**config.mk**
```make
export PLATFORM = sky130hd
export DESIGN_NAME = i2c_multi_slave_rx
export DESIGN_NICKNAME = d
export VERILOG_FILES = /design/src/rtl/i2c_multi_slave_rx.sv
export SDC_FILE = /design/constraint.sdc
export NUM_CORES = 1
export LEC_CHECK = 0
export BUFFER_PORTS_ARGS = -buffer_cell sky130_fd_sc_hd__buf_2
export CORE_MARGIN = 2
export CORE_UTILIZATION = 48
export CTS_CLUSTER_SIZE = 20
export DETAILED_ROUTE_END_ITERATION = 7
export PLACE_DENSITY = 0.75
export SLEW_MARGIN = 10
export SYNTH_ARGS = -nofsm -noshare
export SYNTH_HDL_FRONTEND = slang
export SYNTH_SLANG_ARGS = --single-unit
export TNS_END_PERCENT = 100
```
**constraint.sdc**
```tcl
create_clock -name clk -period 2.1 [get_ports clk]
set_input_delay 0.42 -clock clk [delete_from_list [all_inputs] [get_ports clk]]
set_output_delay 0.42 -clock clk [all_outputs]
set_load 0.01 [all_outputs]
```
**src/rtl/i2c_multi_slave_rx.sv**
```systemverilog
// Write-only I2C slave front end answering NUM_CH addresses; each full frame is
// committed to its channel register and handed off via a per-channel ready/rd handshake.
module i2c_multi_slave_rx #(
   parameter int unsigned NUM_CH      = 3,
   parameter int unsigned FRAME_BYTES = 6,
   parameter int unsigned SYNC_STAGES = 2
) (
   input  logic                            clk,
   input  logic                            rst,
   input  logic                            scl,
   input  logic                            sda_in,
   output logic                            sda_oe,
   input  logic [NUM_CH*7-1:0]             dev_addr,
   input  logic [NUM_CH-1:0]               rd,
   output logic [NUM_CH-1:0]               ready,
   output logic [NUM_CH-1:0]               overrun,
   output logic [NUM_CH*FRAME_BYTES*8-1:0] data,
   output logic                            frame_err,
   output logic                            busy
);

   localparam int unsigned FW   = FRAME_BYTES * 8;
   localparam int unsigned CH_W = (NUM_CH > 1) ? $clog2(NUM_CH) : 1;
   localparam int unsigned BC_W = $clog2(FRAME_BYTES + 1);

   typedef enum logic [2:0] {
      S_IDLE,
      S_ADDR,
      S_ADDR_ACK,
      S_DATA,
      S_DATA_ACK,
      S_IGNORE
   } state_e;

   logic [SYNC_STAGES-1:0] scl_sync_q, sda_sync_q;
   logic                   scl_h_q, sda_h_q;
   state_e                 state_q;
   logic [2:0]             bit_cnt_q;
   logic [BC_W-1:0]        byte_cnt_q;
   logic [6:0]             shift_q;
   logic [FW-1:0]          shadow_q;
   logic [CH_W-1:0]        ch_q;
   logic                   sda_oe_q, frame_err_q, busy_q;
   logic [NUM_CH-1:0]      ready_q, overrun_q;
   logic [NUM_CH*FW-1:0]   data_q;

   logic                   scl_s, sda_s;
   logic                   scl_rise, scl_fall, start_det, stop_det;
   logic [7:0]             byte_d;
   logic [FW-1:0]          frame_d;
   logic                   byte_done, last_byte, commit;
   logic                   match;
   logic [CH_W-1:0]        match_ch;

   // Input synchronisers plus one history flop for edge detection.
   always_ff @(posedge clk) begin
      if (rst) begin
         scl_sync_q <= '0;
         sda_sync_q <= '0;
         scl_h_q    <= 1'b0;
         sda_h_q    <= 1'b0;
      end else begin
         scl_sync_q <= {scl_sync_q[SYNC_STAGES-2:0], scl};
         sda_sync_q <= {sda_sync_q[SYNC_STAGES-2:0], sda_in};
         scl_h_q    <= scl_s;
         sda_h_q    <= sda_s;
      end
   end

   assign scl_s     = scl_sync_q[SYNC_STAGES-1];
   assign sda_s     = sda_sync_q[SYNC_STAGES-1];
   assign scl_rise  = scl_s & ~scl_h_q;
   assign scl_fall  = ~scl_s & scl_h_q;
   assign start_det = scl_s & scl_h_q & sda_h_q & ~sda_s;
   assign stop_det  = scl_s & scl_h_q & ~sda_h_q & sda_s;

   assign byte_d    = {shift_q, sda_s};
   assign frame_d   = (shadow_q << 8) | FW'(byte_d);
   assign byte_done = scl_rise & (bit_cnt_q == 3'd7);
   assign last_byte = (byte_cnt_q == BC_W'(FRAME_BYTES - 1));
   assign commit    = (state_q == S_DATA) & byte_done & last_byte;

   // Address decode: lowest matching channel index wins.
   always_comb begin
      match    = 1'b0;
      match_ch = '0;
      for (int k = 0; k < int'(NUM_CH); k++) begin
         if (!match && (byte_d[7:1] == dev_addr[7*k +: 7])) begin
            match    = 1'b1;
            match_ch = CH_W'(k);
         end
      end
   end

   // Protocol FSM; START/STOP take priority over any state.
   always_ff @(posedge clk) begin
      if (rst) begin
         state_q     <= S_IDLE;
         bit_cnt_q   <= '0;
         byte_cnt_q  <= '0;
         shift_q     <= '0;
         shadow_q    <= '0;
         ch_q        <= '0;
         sda_oe_q    <= 1'b0;
         frame_err_q <= 1'b0;
         busy_q      <= 1'b0;
      end else begin
         frame_err_q <= 1'b0;
         if (start_det) begin
            state_q    <= S_ADDR;
            bit_cnt_q  <= '0;
            byte_cnt_q <= '0;
            sda_oe_q   <= 1'b0;
            busy_q     <= 1'b1;
         end else if (stop_det) begin
            state_q    <= S_IDLE;
            bit_cnt_q  <= '0;
            byte_cnt_q <= '0;
            sda_oe_q   <= 1'b0;
            busy_q     <= 1'b0;
            if ((byte_cnt_q != '0) && (byte_cnt_q != BC_W'(FRAME_BYTES)))
               frame_err_q <= 1'b1;
         end else begin
            case (state_q)
               S_ADDR: begin
                  if (scl_rise) begin
                     shift_q   <= byte_d[6:0];
                     bit_cnt_q <= bit_cnt_q + 3'd1;
                     if (byte_done) begin
                        if (match && !byte_d[0]) begin
                           ch_q    <= match_ch;
                           state_q <= S_ADDR_ACK;
                        end else begin
                           state_q <= S_IGNORE;
                        end
                     end
                  end
               end
               // First scl fall ends bit 8 and starts ACK; the second ends the ACK bit.
               S_ADDR_ACK, S_DATA_ACK: begin
                  if (scl_fall) begin
                     if (!sda_oe_q) begin
                        sda_oe_q <= 1'b1;
                     end else begin
                        sda_oe_q  <= 1'b0;
                        bit_cnt_q <= '0;
                        if ((state_q == S_DATA_ACK) && (byte_cnt_q == BC_W'(FRAME_BYTES)))
                           state_q <= S_IGNORE;
                        else
                           state_q <= S_DATA;
                     end
                  end
               end
               S_DATA: begin
                  if (scl_rise) begin
                     shift_q   <= byte_d[6:0];
                     bit_cnt_q <= bit_cnt_q + 3'd1;
                     if (byte_done) begin
                        shadow_q   <= frame_d;
                        byte_cnt_q <= byte_cnt_q + BC_W'(1);
                        state_q    <= S_DATA_ACK;
                     end
                  end
               end
               default: begin
               end
            endcase
         end
      end
   end

   // Per-channel frame registers; a commit beats a same-cycle read.
   always_ff @(posedge clk) begin
      if (rst) begin
         ready_q   <= '0;
         overrun_q <= '0;
         data_q    <= '0;
      end else begin
         for (int k = 0; k < int'(NUM_CH); k++) begin
            if (commit && (ch_q == CH_W'(k))) begin
               data_q[k*FW +: FW] <= frame_d;
               ready_q[k]         <= 1'b1;
               overrun_q[k]       <= ~rd[k] & (overrun_q[k] | ready_q[k]);
            end else if (rd[k] && ready_q[k]) begin
               ready_q[k]   <= 1'b0;
               overrun_q[k] <= 1'b0;
            end
         end
      end
   end

   assign sda_oe    = sda_oe_q;
   assign frame_err = frame_err_q;
   assign busy      = busy_q;
   assign ready     = ready_q;
   assign overrun   = overrun_q;
   assign data      = data_q;

endmodule

```
## Word-level counts from Yosys, hierarchy flattened

Cells that the tools add are included.

| storage, ports and cells | value |
|---|---|
| word-level logic and storage cells | 145 |
| memories | 0 |
| RAM bits | 0 |
| bits in read-only memories | 0 |
| bits in registers | 217 |
| bits in latches | 0 |

| operators by class | value |
|---|---|
| shifts and indexed selects | 0 |
| eq/ne operators | 26 |
| multiplexer cells | 33 |
| divide/modulo/power cells | 0 |
| order comparisons | 0 |
| reduce and logical (&&, ||, !) cells | 35 |
| $mul | 0 |
| $add $sub $neg | 2 |
| bitwise operators | 26 |

Operators with widths:

| cell | number |
|---|---|
| $or 48x8->48 | 1 |
| $mux 3 | 11 |
| $ne 4x4->1 const B | 6 |
| $eq 7x7->1 | 3 |
| $mux 1 | 19 |
| $reduce_and 7->1 | 2 |
| $and 1x1->1 | 13 |
| $eq 3x3->1 const B | 4 |
| $ne 2x2->1 const B | 6 |
| $logic_and 1x1->1 | 11 |
| $reduce_bool 2->1 | 5 |
| $not 1->1 | 9 |
| $pmux 3 s3 | 1 |
| $reduce_and 4->1 | 2 |
| $add 3x1->3 const B | 2 |
| $eq 3x2->1 const B | 2 |
| $pmux 3 s2 | 1 |
| $reduce_and 6->1 | 1 |
| $reduce_bool 3->1 | 2 |
| $reduce_or 3->1 | 2 |
| $reduce_and 5->1 | 1 |
| $reduce_bool 5->1 | 1 |
| $reduce_or 2->1 | 2 |
| $eq 3x1->1 const B | 1 |
| 10 further kinds | 14 |

## Depth between registers and ports, before layout

Gate-level depths: netlist of run 1.

| depth | value |
|---|---|
| depth in word-level cells | 15 |
| gate-level depth with buffers | 10 |
| gate-level depth less buffers | 7 |

## Least setup slack after synthesis of run 1

No wires, ideal clock.

| timing | value |
|---|---|
| path kind | flip-flop to flip-flop |
| start | register bit_cnt_q[0] |
| end | register overrun_q[2], in the netlist overrun[2] |
| buffers on the path | 3 |
| path slack | -0.055 ns |
| cell stages (with the launch flop) | 11 |
| required time | 2.030 ns |
| period minus slack after synthesis | 2.155 ns |
| arrival | 2.085 ns |
| cells stage by stage | dfxtp_1 ha_1 ha_1 nand3b_4 or2_1 buf_2 or3_1 buf_2 buf_6 or2_1 a21oi_1 |

| between the ends | value |
|---|---|
| cells in the longest elaborated chain, start to end | 6 |
| elaborated cells between the ends (all ways) | 7 |

Ends and longest elaborated chain:

| element | line | text |
|---|---|---|
| start: declaration | 38 | `logic [2:0] bit_cnt_q;` |
| start signal: assignment | 128 | `bit_cnt_q <= bit_cnt_q + 3'd1;` |
| start signal: assignment | 157 | `bit_cnt_q <= bit_cnt_q + 3'd1;` |
| $eq 3x3->1 (*) | 79 | `assign byte_done = scl_rise & (bit_cnt_q == 3'd7);` |
| $and 1x1->1 (*) | 79 |  |
| $and 1x1->1 (*) (2 in series) | 81 | `assign commit = (state_q == S_DATA) & byte_done & last_byte;` |
| $logic_and 1x1->1 (*) | 180 | `if (commit && (ch_q == CH_W'(k))) begin` |
| $mux 1 or $reduce_bool 2->1 (tied branches) | n/a |  |
| end signal: indexed assignment | 183 | `overrun_q[k] <= ~rd[k] & (overrun_q[k] \| ready_q[k]);` |
| end: declaration | 44 | `logic [NUM_CH-1:0] ready_q, overrun_q;` |

Every way passes the cells marked *; elsewhere a longest branch is shown, timed or not.
A chain may end at the register's enable or synchronous reset.

## Final worst setup path of run 1

| timing | value |
|---|---|
| start | register bit_cnt_q[1] |
| end | register overrun_q[1], in the netlist overrun[1] |

The elaborated chain is that of the path after synthesis.

==> results of run 1 <==
-- state kept, by name, indices dropped and copies added (netlist names), 3 cells and up --
signal      count
overrun         3
bit_cnt_q       3
ready           3
state_q         3
shift_q         7
data          144
byte_cnt_q      3
shadow_q       40
-- layer usage --
metal  wire length, um  GRT usage  up-vias
met1              9910      0.327     3498
met2             10700      0.394      251
li1                  -          -     3629
met5                 0          0        -
met3              1360     0.0350       37
met4               515     0.0792        0
-- worst max-delay path, cell delays in order, from the launching register on --
cell and delay (ps):
dfxtp_2 330, ha_2 200, ha_4 170, nand3b_4 60
buf_4 170, nor3_2 70, buf_4 140, nand3_2 70
buf_4 270, nor3_1 80, or3_1 340
-- worst min path at each step --
stage,startpoint,end,slack (ps),depth (start not counted)
2_1_floorplan,scl_sync_q[0],scl_sync_q[1],410,1
3_3_place_gp,sda_sync_q[0],sda_sync_q[1],430,1
3_5_place_dp,data[58],data[58],440,2
4_1_cts,sda_in,sda_sync_q[0],120,2
5_1_grt,scl,scl_sync_q[0],150,2
6_report,sda_in,sda_sync_q[0],140,2
-- stage by stage --
stage,std cells,instance area [um^2]
after global placement,1375,9330
after floorplan,1012,8060
after global routing,1418,10200
final,1418,10200
after CTS,1416,10100
after detailed placement,1375,9330
-- cell type report --
type,count,area [um^2],share of cell area
antenna,1,2.50,0.000246
multi-input combinational,715,3430,0.338
clock inverter,11,144,0.0142
timing repair buffer,221,1310,0.129
sequential,217,4350,0.428
inverter,3,11.3,0.00111
tap,220,275,0.0271
clock buffer,30,632,0.0622
-- Yosys cell counts (2+ instances only) --
cell,count
a21oi_1,204
a22oi_1,2
a311oi_1,2
a31oi_1,2
buf_2,10
buf_4,2
clkbuf_1,63
dfxtp_1,217
ha_1,6
inv_1,3
nand2_1,392
nand2b_1,7
nand3_1,4
nand3b_1,2
nand3b_4,2
nand4_1,4
nor2_1,13
nor2b_1,8
nor3_1,6
nor3b_1,3
nor4_1,4
nor4b_1,2
o21ai_0,4
o22ai_1,2
or2_1,2
or2_2,3
or3_1,3
xnor2_1,11
xor2_1,15
-- power by group through the flow --
stage          combinational [W]  sequential (W)  clock, W
2_1_floorplan          0.0000868         0.00422         0
3_3_place_gp            0.000136         0.00422         0
3_5_place_dp            0.000137         0.00422         0
4_1_cts                 0.000138         0.00413   0.00421
5_1_grt                 0.000150         0.00413   0.00437
6_report                0.000139         0.00413   0.00414
-- what timing repair did --
action,CTS,global route
hold buffers,0,0
setup endpoints to repair,50,7
gates resized for setup,2,6
gates cloned,0,1
-- logic make-up (layout without fill, tap and decap cells) --
kind of cell	after synthesis	in the layout	share of synthesized area
and+or+nand+nor	460	460	0.237
AOI/OAI and AO/OA	223	223	0.144
DFF	217	217	0.540
buffers and inverters	80	265	0.0408
xor gates and xnor gates	26	26	0.0283
adders and majority gates	6	6	0.00934
other	0	1	0
==> run summary, run 1 <==
Status - completed
Commonest non-fill, non-tap cells in the layout - nand2_1 (392), dfxtp_1 (215), a21oi_1 (204)
FMAX - 0.496 GHz
Crit. End Element - flop
P_int - 0.00667 W
# IOs - 181
Arr. time, crit path - 2400 ps
Core area - 16500 um^2
Max Cap Viol - 0
CP required - 2480 ps
Worst Max-Slew Pin Slew - 566 ps
Leakage - 4.09 nW
Setup violators final - 0
PD cells - 829 nW/um^2
# nets final - 1215
P&R area growth vs syn - 26.3%
Post-synthesis sequential area ratio - 0.540
Clock Sinks - 217
Worst Setup Slack post-DPL - -51.0 ps
Clock buffer count from CTS - 23
PortBufs - 180
Layout cell share with drive strength beyond 1 - 0.233
Register share of total power - 0.491
Synth warn - 0
Mapped cell area - 8040 um^2
Worst Setup Slack, final - 84.6 ps
Switch Pwr - 0.00174 W
Period utilization - 0.960
WS Path Type - flop to flop
Worst Reg-to-Reg Cells - 10
Clock Tree Root - clkbuf_16
Synth top area cells - dfxtp_1 (54%), nand2_1 (18%), a21oi_1 (13%), clkbuf_1 (2.9%), xor2_1 (1.6%)
FF-to-FF End - overrun[1]
Hold Worst Slack - 139 ps
DR vias/cell - 5.23
Clock share of power - 0.493
Final hold violation count - 0
Avg Cell Area, Syn - 7.94 um^2
Netlist cell types - 43
Power, Total - 0.00841 W
Finished Core Util - 0.617
Most common cell after layout, fill and taps aside - nand2_1
Vias in the first global route - 6792
CTS Buffer Depth - 3
Die Y - 133 um
# rows - 47
Worst-Skew Late Latency - 500 ps
Post-synth ARST share - 0
Worst-path maximum fanout - 22
Fillers - 1443
Max Slew Vio Count - 0
Synthesized netlist cell count - 1012
Starting Density - 0.488
Final TNS setup - 0 ps
Post-CTS Setup Inserts - 0
Worst rel slew slack - 0.622
First-pass GRT wire length - 34900 um
Post-Syn Nets - 1046
CTS clock-pin slew for the worst setup and hold paths - 60 ps
Gpl congestion - 0.801
R2R Path Start - bit_cnt_q[1]
Register bit total from synthesis - 217
DRC - 0
DR WL/cell - 15.9 um
Die ar. - 17800 um^2
Routed Antenna Nets - 0
Main flop type after synthesis - dfxtp_1
Pre-Repair DR Iteration Count - 5
Crit path capture - overrun[1]
Final wirelength - 22500 um
Critical path origin - bit_cnt_q[1]
Chip width - 133 um
H-tree levels - 1
DRT iter0 DRCs - 615
Total number of vias - 7415
RSZ-0062 raised after global routing - yes
R2r setup slk - 80 ps
Worst Hold Class - primary input to flop
CTS tree - yes
Sw frac - 0.207
Setup Skew - 15.1 ps
CP Launch Type - flop
Comb power frac - 0.017
Antenna violations before repair - 1
Gr ovfl total - 0
Largest net degree at the start of global routing - 102
Cell taking the most area after synthesis - dfxtp_1
Clock period minus worst slack - 2020 ps
Post-synth EDFFs - 0
Tot GR Track Use - 0.240
DP HPWL - 14500 um
Peak supply drop - 0.575 mV
Synth top area share - 0.540
Note: power is estimated with default switching activity, not from simulation.
==> run 2: changes to the inputs <==
--- a/config.mk
+++ b/config.mk
@@ -11,6 +11,7 @@
 export CTS_CLUSTER_SIZE = 20
 export DETAILED_ROUTE_END_ITERATION = 7
 export PLACE_DENSITY = 0.75
+export RECOVER_POWER = 25
 export SLEW_MARGIN = 10
 export SYNTH_ARGS = -nofsm -noshare
 export SYNTH_HDL_FRONTEND = slang
==> run 2 against run 1 <==
Against the previous run: maximum frequency shrank 0.71%; global-route usage is the same; critical path type unchanged; routed wire length grew 0.37%; utilization shrank 0.65 points; critical endpoint unchanged; worst hold slack lost 0.54 ps; clock skew shrank 0.57 ps; final area shrank 1.1%.
==> run summary, run 2 (same netlist as run 1, synthesis figures left out) <==
CTS clock-pin slew for the worst setup and hold paths - 60 ps
First-pass GRT wire length - 34900 um
CP most frequent cell - buf_4
H-tree levels - 1
Crit-path max cell delay - 340 ps
RSZ-0062 raised after global routing - yes
# rows - 47
CP delay by family, top - simple AND/OR/NAND/NOR gates
DRC - 0
R2R Path Start - bit_cnt_q[1]
Worst Setup Slack, final - 70.2 ps
CP Launch Type - flop
Peak supply drop - 0.573 mV
DRT iter0 DRCs - 549
Gpl congestion - 0.801
Worst Hold Class - primary input to flop
Clock Sinks - 217
Min-Delay Endpoint - sda_sync_q[0]
Worst Hold Launch - sda_in
Setup Skew - 14.6 ps
Pre-Repair DR Iteration Count - 5
DR vias/cell - 5.24
Leakage - 3.72 nW
Power, Total - 0.00841 W
Max FFs per register - 144
CTS Buffer Depth - 3
Vias in the first global route - 6792
PD cells - 837 nW/um^2
Worst rel slew slack - 0.450
Die ar. - 17800 um^2
Antenna violations before repair - 1
Largest net degree at the start of global routing - 102
Starting Density - 0.488
Chip width - 133 um
Worst-Skew Late Latency - 500 ps
Worst Max-Slew Pin Slew - 825 ps
Final hold violation count - 0
Post-route cell area - 10000 um^2
Clock buffer count from CTS - 23
Most common cell after layout, fill and taps aside - nand2_1
Worst-path maximum fanout - 22
Arr. time, crit path - 2410 ps
Tot GR Track Use - 0.240
CP cell instances - ha_2, ha_4, nand3b_4, buf_4, nor3_2, buf_4, nand3_2, buf_4, nor3_1, or3_1
Worst Hold Depth - 2
Critical-path top delay cell - or3_1
Clock Tree Root - clkbuf_16
WS Path Type - flop to flop
Status - completed
DR WL/cell - 15.9 um
Max Cap Viol - 0
Worst Setup Slack post-DPL - -51.0 ps
Routed Antenna Nets - 0
# IOs - 181
Die Y - 133 um
PortBufs - 180
FF-to-FF End - overrun[1]
Total number of vias - 7434
Final wirelength - 22600 um
Buf+Inv Stages, Crit Path - 3
Crit. End Element - flop
CP required - 2480 ps
Layout cell share with drive strength beyond 1 - 0.163
Commonest non-fill, non-tap cells in the layout - nand2_1 (392), dfxtp_1 (215), a21oi_1 (204)
Core area - 16500 um^2
R2r setup slk - 70 ps
CTS tree - yes
P&R area growth vs syn - 24.9%
Clock period minus worst slack - 2030 ps
Max Slew Vio Count - 0
Placed Area - 9330 um^2
FMAX - 0.493 GHz
# nets final - 1215
Fillers - 1492
DP HPWL - 14500 um
Gr ovfl total - 0
Worst Reg-to-Reg Cells - 10
Period utilization - 0.967
Setup violators final - 0
[run 2: cell types whose count changed in the layout (fill, tap and decap cells not counted)]
| cell | change |
|---|---|
| buf_4 | -1 |
| clkbuf_1 | +84 |
| buf_2 | -84 |
| clkbuf_2 | +1 |
[run 2: how the worst max path moves through the flow]
stage	startpoint	to	slack, ps	cells after the start
floorplan	bit_cnt_q[0]	overrun[2]	2	10
global placement	bit_cnt_q[1]	data[114]	-20	8
detailed placement	bit_cnt_q[1]	data[120]	-50	8
CTS	bit_cnt_q[1]	data[34]	60	9
global route	bit_cnt_q[1]	overrun[0]	-5	8
finish	bit_cnt_q[1]	overrun[1]	70	10
[run 2: cell type report]
type,instances,area [um^2],area share
multi-input combinational,715,3430,0.342
timing repair buffer,221,1200,0.120
sequential,217,4350,0.433
inverter,3,11.3,0.00112
tap,220,275,0.0274
clock inverter,11,144,0.0143
clock buffer,30,632,0.0629
antenna,1,2.50,0.000249
[run 2: repair_timing]
action,CTS,global route
buffers inserted,0,0
gates resized for setup,2,6
setup endpoints to repair,50,7
cloned,0,1
hold buffers,0,0
[run 2: worst reg2reg max path, stage by stage, from the launching register on]
cell	delay, ps
dfxtp_2	330
ha_2	200
ha_4	170
nand3b_4	60
buf_4	170
nor3_2	70
buf_4	140
nand3_2	70
buf_4	270
nor3_1	90
or3_1	340
[run 2: through the flow]
| stage | util | TNS [ps] | std cells | hold slack (ps) |
|---|---|---|---|---|
| global placement | 0.567 | -299 | 1375 | 425 |
| CTS | 0.614 | 0 | 1416 | 124 |
| finish | 0.610 | 0 | 1418 | 138 |
| floorplan | - | 0 | 1012 | 414 |
| detailed placement | 0.567 | -1750 | 1375 | 441 |
| global route | 0.610 | -6.38 | 1418 | 153 |
[run 2: power breakdown]
group	leakage (nW)	switching (W)	total, W	internal, W
registers	1.75	0.00000695	0.00413	0.00412
logic	1.59	0.0000905	0.000138	0.0000472
clock network	0.381	0.00164	0.00414	0.00250
total	3.72	0.00174	0.00841	0.00667
[run 2: routing by layer]
metal	global-route usage	wire length (um)	vias to the layer above
met3	0.0350	1390	40
met4	0.0792	510	0
met5	0	0	-
met2	0.394	10700	274
li1	-	-	3632
met1	0.327	9950	3488
==> run 3: changes to the inputs <==
--- a/config.mk
+++ b/config.mk
@@ -10,7 +10,7 @@
 export CORE_UTILIZATION = 48
 export CTS_CLUSTER_SIZE = 20
 export DETAILED_ROUTE_END_ITERATION = 7
-export PLACE_DENSITY = 0.75
+export PLACE_DENSITY = 0.82
 export RECOVER_POWER = 25
 export SLEW_MARGIN = 10
 export SYNTH_ARGS = -nofsm -noshare
==> run 3 against run 2 <==
Against the previous run: clock skew is 4.6 ps lower; final cell count fell by 0.21%; clock-buffer cell count up 5; sequential share of layout area up 0.13 points; first-iteration DRC count up 5.6%; clock power shrank 7.0%; critical path depth shrank 1; die area is the same; power fell by 3.4%; routed wire length shrank 0.83%; worst hold slack gained 22 ps; setup slack improved by 2.8 ps.
==> run summary, run 3 (same netlist as run 1, synthesis figures left out) <==
Chip width - 133 um
Worst-path maximum fanout - 24
CTS clock-pin slew for the worst setup and hold paths - 60 ps
Peak supply drop - 0.628 mV
Max Slew Vio Count - 0
Period utilization - 0.965
DP HPWL - 14600 um
Total number of vias - 7468
DRC - 0
Hold buffer count at cts - 0
Worst-Skew Late Latency - 490 ps
Final wirelength - 22400 um
Core area - 16500 um^2
PD cells - 811 nW/um^2
Max FFs per register - 144
Gpl congestion - 0.867
# rows - 47
Status - completed
Clock Sinks - 217
H-tree levels - 1
Worst rel slew slack - 0.631
Worst Max-Slew Pin Slew - 553 ps
# nets final - 1213
DR WL/cell - 15.8 um
CTS tree - yes
Largest net degree at the start of global routing - 95
Setup violators final - 0
Setup Skew - 9.94 ps
FMAX - 0.493 GHz
PortBufs - 180
Commonest non-fill, non-tap cells in the layout - nand2_1 (392), dfxtp_1 (215), a21oi_1 (203)
CP required - 2450 ps
P&R area growth vs syn - 24.5%
Final hold violation count - 0
Vias in the first global route - 7065
Die ar. - 17800 um^2
Routed Antenna Nets - 0
Clock buffer count from CTS - 22
WS Path Type - flop to flop
Worst Hold Class - primary input to flop
DRT iter0 DRCs - 580
ANT cells - 0
Most common cell after layout, fill and taps aside - nand2_1
CTS Buffer Depth - 3
Starting Density - 0.488
First-pass GRT wire length - 35900 um
Hold Worst Slack - 160 ps
Pre-Repair DR Iteration Count - 4
Crit. End Element - flop
Antenna violations before repair - 0
Max Cap Viol - 0
Layout cell share with drive strength beyond 1 - 0.164
Non-filler cells, final - 1415
# IOs - 181
Leakage - 3.70 nW
Worst Setup Slack post-DPL - -62.1 ps
DP Cell Count - 1373
DR vias/cell - 5.28
CP Launch Type - flop
Worst Setup Slack, final - 73.0 ps
Die Y - 133 um
Tot GR Track Use - 0.245
Clock period minus worst slack - 2030 ps
Clock Tree Root - clkbuf_16
Arr. time, crit path - 2380 ps
Gr ovfl total - 0
==> run 3: metal layers <==
layer	up-vias	global-route usage	routed length [um]
met4	0	0.0691	423
met3	40	0.0487	1680
li1	3625	-	-
met1	3527	0.329	9600
met5	-	0	0
met2	276	0.404	10700
==> run 3: final timing paths <==
check	depth (start not counted)	endpoint	from	slack, ps
max	9	data[132]	bit_cnt_q[0]	70
min	2	sda_sync_q[0]	sda_in	160
max reg2reg	9	data[132]	bit_cnt_q[0]	70
min reg2reg	1	sda_sync_q[1]	sda_sync_q[0]	450
==> run 3: timing repair <==
action	4_1_cts	5_1_grt
setup endpoints to repair	84	104
pin swaps	2	2
gates cloned	1	0
buffers inserted	4	0
gates resized for setup	12	12
==> run 3: layout make-up <==
| type | count | area, um^2 |
|---|---|---|
| clock buffers | 35 | 701 |
| clock inverters | 5 | 28.8 |
| fillers | 1456 | 6450 |
| inverters | 3 | 11.3 |
| multi-input cells | 715 | 3460 |
| flip-flops and latches | 217 | 4350 |
| well taps | 220 | 275 |
| repair buffers | 220 | 1190 |
==> run 3: stage by stage <==
step	power, W	setup TNS, ps	util	area (um^2)
floorplan	0.00430	0	-	8060
global placement	0.00435	0	0.564	9290
detailed placement	0.00435	-1370	0.564	9290
CTS	0.00817	0	0.613	10100
global route	0.00836	-133	0.608	10000
finish	0.00812	0	0.608	10000
==> run 3: power by group <==
group	internal (W)	switching, W	leakage (nW)
clock network	0.00229	0.00156	0.366
registers	0.00412	0.00000670	1.75
logic	0.0000487	0.0000899	1.59
==> run 3: worst max-delay path, cell delays in order (launching register included) <==
cell and delay (ps):
dfxtp_2 360, ha_4 150, ha_4 150, nand3b_4 70, or2_4 250, buf_4 140, or3_4 420, buf_8 180
nand2_1 80, a21oi_1 70
